`src/rtl/spi_reg_writer.sv`:
```
// SPI mode-0 target for the equalizer gain register bank.
// Turns 16-bit frames into one-cycle write strobes and serves reads from gain_bus.
module spi_reg_writer #(
    parameter int NUM_REGS    = 10,
    parameter int SYNC_STAGES = 2
) (
    input  logic                  clk,
    input  logic                  rst,
    input  logic                  spi_sclk,
    input  logic                  spi_cs_n,
    input  logic                  spi_mosi,
    output logic                  spi_miso,
    input  logic [8*NUM_REGS-1:0] gain_bus,
    output logic                  we,
    output logic [7:0]            addr,
    output logic [7:0]            data_in,
    output logic                  addr_err
);

    // state   | meaning
    // IDLE    | waiting for cs_n low (only once cs_n has been seen high)
    // CMD     | shifting R/W + 7-bit address
    // DATA    | shifting data in, TX byte out on MISO
    // DONE    | frame complete, SCLK ignored until cs_n high
    localparam logic [1:0] ST_IDLE = 2'd0;
    localparam logic [1:0] ST_CMD  = 2'd1;
    localparam logic [1:0] ST_DATA = 2'd2;
    localparam logic [1:0] ST_DONE = 2'd3;

    logic [SYNC_STAGES-1:0] sclk_sync, cs_sync, mosi_sync;
    logic                   sclk_s, cs_s, mosi_s, sclk_d;
    logic                   sclk_rise, sclk_fall;

    logic [1:0] state;
    logic [3:0] bit_cnt;
    logic [7:0] rx_sr, tx_sr;
    logic       cmd_rd, cmd_ok, wr_pend, armed;
    logic [7:0] cmd_addr;

    logic [6:0] addr_next;
    logic       addr_next_ok;
    logic [7:0] gain_sel;

    assign sclk_s    = sclk_sync[SYNC_STAGES-1];
    assign cs_s      = cs_sync[SYNC_STAGES-1];
    assign mosi_s    = mosi_sync[SYNC_STAGES-1];
    assign sclk_rise = sclk_s & ~sclk_d;
    assign sclk_fall = ~sclk_s & sclk_d;

    // Address as it will be after the 8th rising edge shifts in its last bit.
    assign addr_next    = {rx_sr[5:0], mosi_s};
    assign addr_next_ok = ({1'b0, addr_next} < 8'(NUM_REGS));

    always_comb begin
        gain_sel = '0;
        for (int i = 0; i < NUM_REGS; i++) begin
            if (addr_next == 7'(i)) gain_sel = gain_bus[8*i +: 8];
        end
    end

    always_ff @(posedge clk or posedge rst) begin
        if (rst) begin
            sclk_sync <= '0;
            cs_sync   <= '0;
            mosi_sync <= '0;
            sclk_d    <= 1'b0;
        end else begin
            sclk_sync <= {sclk_sync[SYNC_STAGES-2:0], spi_sclk};
            cs_sync   <= {cs_sync[SYNC_STAGES-2:0], spi_cs_n};
            mosi_sync <= {mosi_sync[SYNC_STAGES-2:0], spi_mosi};
            sclk_d    <= sclk_s;
        end
    end

    always_ff @(posedge clk or posedge rst) begin
        if (rst) begin
            state    <= ST_IDLE;
            bit_cnt  <= '0;
            rx_sr    <= '0;
            tx_sr    <= '0;
            cmd_rd   <= 1'b0;
            cmd_ok   <= 1'b0;
            cmd_addr <= '0;
            wr_pend  <= 1'b0;
            armed    <= 1'b0;
            we       <= 1'b0;
            addr     <= '0;
            data_in  <= '0;
            addr_err <= 1'b0;
            spi_miso <= 1'b0;
        end else begin
            addr_err <= 1'b0;
            we       <= wr_pend;
            wr_pend  <= 1'b0;
            if (wr_pend) begin
                addr    <= cmd_addr;
                data_in <= rx_sr;
            end
            if (cs_s) armed <= 1'b1;

            case (state)
                ST_IDLE: begin
                    bit_cnt  <= '0;
                    spi_miso <= 1'b0;
                    if (!cs_s && armed) state <= ST_CMD;
                end
                ST_CMD: begin
                    if (cs_s) begin
                        state <= ST_IDLE;
                    end else if (sclk_rise) begin
                        rx_sr   <= {rx_sr[6:0], mosi_s};
                        bit_cnt <= bit_cnt + 4'd1;
                        if (bit_cnt == 4'd7) begin
                            cmd_rd   <= rx_sr[6];
                            cmd_addr <= {1'b0, addr_next};
                            cmd_ok   <= addr_next_ok;
                            tx_sr    <= (rx_sr[6] && addr_next_ok) ? gain_sel : 8'h00;
                            if (rx_sr[6] && !addr_next_ok) addr_err <= 1'b1;
                            state    <= ST_DATA;
                        end
                    end
                end
                ST_DATA: begin
                    if (cs_s) begin
                        state    <= ST_IDLE;
                        spi_miso <= 1'b0;
                    end else begin
                        if (sclk_fall) begin
                            spi_miso <= tx_sr[7];
                            tx_sr    <= {tx_sr[6:0], 1'b0};
                        end
                        if (sclk_rise) begin
                            rx_sr   <= {rx_sr[6:0], mosi_s};
                            bit_cnt <= bit_cnt + 4'd1;
                            if (bit_cnt == 4'd15) begin
                                state <= ST_DONE;
                                if (!cmd_rd) begin
                                    if (cmd_ok) wr_pend  <= 1'b1;
                                    else        addr_err <= 1'b1;
                                end
                            end
                        end
                    end
                end
                default: begin
                    if (cs_s) begin
                        state    <= ST_IDLE;
                        spi_miso <= 1'b0;
                    end
                end
            endcase
        end
    end

endmodule
```
`config.mk`:
```
export PLATFORM = sky130hd
export DESIGN_NAME = spi_reg_writer
export DESIGN_NICKNAME = d
export VERILOG_FILES = /design/src/rtl/spi_reg_writer.sv
export SDC_FILE = /design/constraint.sdc
export NUM_CORES = 1
export LEC_CHECK = 0
export CORE_MARGIN = 4
export CORE_UTILIZATION = 47
export DETAILED_ROUTE_END_ITERATION = 8
export PLACE_DENSITY_LB_ADDON = 0.1
export SLEW_MARGIN = 5
export SYNTH_ARGS = -nofsm -noshare
export SYNTH_HDL_FRONTEND = slang
export SYNTH_SLANG_ARGS = --single-unit
```
`constraint.sdc`:
```
create_clock -name clk -period 2.75 [get_ports clk]
set_clock_uncertainty 0.15 [all_clocks]
set_input_delay 0.275 -clock clk [delete_from_list [all_inputs] [get_ports clk]]
set_output_delay 0.275 -clock clk [all_outputs]
set_load 0.01 [all_outputs]
```
==> results.cfg <==
[clock_network]
root_buffer = clkbuf_8
cts_hold_buf = 0
clock_latency_ns = 0.33
cts_resized = 0
h-tree-depth = 3
post-cts-setup-buffers = 0
numClockSinks = 58
numCtsBuffers = 9
cts_tree = yes
clock_path_buffers = 2
path_clk_slew_ns = 0.07

[yosys]
syn_nets = 402
netlist_instances = 312
ys_types = 54
async_flop_share = 1.000
seq_area_frac_synth = 0.4439
yosys_warnings = 0
syn-cell-area_mm2 = 0.003269
synthFlopType = dfrtp_1
syn-mean-instance-area_um2 = 10.48
ys_ff_latch = 58
synth_edf_count = 0

[setup_path]
crit_fanout = 12
r2r_cells = 7
cp.arrival_ns = 2.36
worstReg2RegEnd = state[0]$_DFFE_PP0P_
critPathCaptureType = register
crit_chain = inv_1, ha_1, nor2b_1, o2bb2ai_1, a221oi_1, a21oi_1, mux2_2
crit_type = register to register
cp.required_ns = 2.82
r2r-start = state[0]$_DFFE_PP0P_
slowest_stage = dfrtp_1
startpoint_type = register
critPathMaxStageDelay_ns = 0.42
r2r_slack_ns = 0.46

[grt]
grt_max_degree = 36
grt_pass1_vias = 2830
grt_antenna_before_repair = 0
grt_first_pass_wirelength_mm = 14.37
track_usage = 0.2181
grt.overflow.total = 0

[sta]
fmax_mhz = 437.5
min_period_ns = 2.286
slew_headroom = 0.5728
setup_viol = 0
finalSetupTns_ns = 0
rsz0062_at_grt = no
worst_pin_slew_ns = 0.6407
hold_viol = 0
period_share = 0.8312
slew_viol_final = 0

[floorplanning]
coreArea_mm2 = 0.006794
dieArea_mm2 = 0.008355
io_pins = 104
die_y_um = 91.41
placementRows = 30
die_w_um = 91.41
start_util = 0.4812

[detailed_routing]
vias_per_cell = 5.391
wire_per_inst_um = 16.76
drt-initial-drc-count = 75
first_pass_iters = 4
drcViolationCount = 0
drtAntennaViolNets = 0
vias = 2755
finalWirelength_mm = 8.566

[layout]
ff_latch_area_mm2 = 0.001451
nNetsFinal = 500
num-fill-cells = 526
drive_gt1_frac = 0.1807
fin_area_mm2 = 0.004562
multi_input_area_mm2 = 0.001679
syn2layout_area_growth_pct = 39.53
antenna_cells = 0

[power_and_ir_drop]
peakVddDrop_v = 0.0004445
clock_power_share = 0.240
switchingPower_mw = 1.102
p_comb_frac = 0.383
p_leak_nw = 1.937
pwr-share-seq = 0.378
p_per_area_mw_per_mm2 = 643.6
switching_share = 0.3754
p_int_mw = 1.834

[flow_run]
max-cap-violations = 0

[placement]
dp_hpwl_mm = 6.539
place_congestion = 0.8418
io_buffers = 102
place_area_mm2 = 0.004383

[min_path]
hold_class = input port to asynchronous set/reset pin

[status]
status = complete, no violations
[per-layer routing]
metal  up-vias  GRT usage  part of all wire
met3        13    0.04225             0.041
met1      1341     0.2942              0.45
met5         -          0                 0
met2        60     0.3463              0.49
li1       1341          -                 -
met4         0    0.08291             0.018
[power groups by stage]
stage,clock network [mW],registers [mW],logic (mW)
4_1_cts,0.728,1.11,1.12
5_1_grt,0.768,1.13,1.25
2_1_floorplan,0,1.02,0.840
3_5_place_dp,0,1.13,1.11
3_3_place_gp,0,1.12,1.09
6_report,0.704,1.11,1.12
[flip-flops by register name, summed over array words and instances (netlist names)]
name       cells
cmd_addr       7
addr           7
addr_err       1
cmd_ok         1
armed          1
sclk_sync      2
data_in        8
wr_pend        1
state          2
tx_sr          8
bit_cnt        4
spi_miso       1
cs_sync        2
cmd_rd         1
rx_sr          8
we             1
sclk_d         1
mosi_sync      2
[stage by stage]
stage / util / power, mW / hold slack (ns) / instances / worst slack [ns]
after floorplan: - / 1.860 / 0.1564 / 312 / 0.7087
after global placement: 0.6451 / 2.210 / 0.1831 / 495 / 0.5481
after detailed placement: 0.6451 / 2.238 / 0.1847 / 495 / 0.4885
after CTS: 0.6715 / 2.953 / 0.1570 / 511 / 0.4657
after global routing: 0.6715 / 3.144 / 0.1844 / 511 / 0.2806
final: 0.6715 / 2.936 / 0.1486 / 511 / 0.4642
[how the worst max path moves through the flow]
stage,from,to,slack (ns)
global route,rx_sr[3]$_DFFE_PP0P_,tx_sr[6]$_DFFE_PP0P_,0.28
finish,state[0]$_DFFE_PP0P_,state[0]$_DFFE_PP0P_,0.46
floorplan,state[1]$_DFFE_PP0P_,state[0]$_DFFE_PP0P_,0.71
global placement,rx_sr[3]$_DFFE_PP0P_,tx_sr[0]$_DFFE_PP0P_,0.55
CTS,rx_sr[3]$_DFFE_PP0P_,tx_sr[0]$_DFFE_PP0P_,0.47
detailed placement,rx_sr[3]$_DFFE_PP0P_,tx_sr[0]$_DFFE_PP0P_,0.49
[placed cells by master (no fill, tap or decap), types with 3 or more instances in the layout]
cell,netlist,routed
a22o_1,4,4
o21ai_0,9,9
clkdlybuf4s50_1,0,102
nand2_1,34,34
o221ai_1,3,3
nand2b_1,4,4
inv_1,9,8
nand3_1,5,5
o22ai_1,6,6
buf_4,1,5
nor2_1,17,17
mux2_2,39,39
dfrtp_1,58,58
clkinvlp_4,0,3
a21oi_1,18,18
and2_1,3,3
or3_1,5,5
ha_1,5,5
clkbuf_8,0,10
nor2b_1,6,6
a22oi_1,8,8
mux2i_1,4,4
o21ai_1,4,4
mux4_2,6,6
nor3_1,4,4
nand4_1,3,3
[kinds of logic (layout without fill, tap and decap cells)]
| kind of cell | Yosys count | after routing | share of synthesized area |
|---|---|---|---|
| AND/OR/NAND/NOR | 98 | 98 | 0.1623 |
| AO/OA/AOI/OAI | 70 | 70 | 0.1431 |
| flip-flops | 58 | 58 | 0.4439 |
| multiplexers | 49 | 49 | 0.1879 |
| buffers and inverters | 31 | 134 | 0.04248 |
| adder cells (fa/ha/maj) | 5 | 5 | 0.01914 |
| other | 1 | 1 | 0.001147 |
[worst max-delay path, delay by kind of cell (launching register included)]
| kind | cells | cell delay, ns |
|---|---|---|
| buf+inv | 1 | 0.08 |
| simple gates | 1 | 0.34 |
| fa+ha+maj | 1 | 0.34 |
| compound gates | 3 | 0.48 |
| mux | 1 | 0.36 |
| flops | 1 | 0.42 |
[cells in the mapped netlist (all sizes together), types with 5 or more instances]
library cell / n / area (µm²)
a21oi: 18 / 90.09
a22oi: 8 / 60.06
buf: 10 / 60.05
clkbuf: 12 / 45.04
dfrtp: 58 / 1451
ha: 5 / 62.56
inv: 9 / 33.78
mux2: 39 / 439.2
mux4: 6 / 135.1
nand2: 34 / 127.6
nand3: 5 / 25.02
nor2: 17 / 63.81
nor2b: 6 / 37.54
nor3: 5 / 36.29
o21ai: 13 / 65.06
o22ai: 6 / 37.54
or3: 5 / 31.28
[layout make-up]
cell class	instances	area share
Sequential cell	58	0.3182
Clock inverter	6	0.009051
Inverter	9	0.007405
Multi-Input combinational cell	223	0.3681
Timing Repair Buffer	109	0.2408
Tap cell	96	0.02633
Clock buffer	10	0.03017
Power figures use the tool's default switching activity.
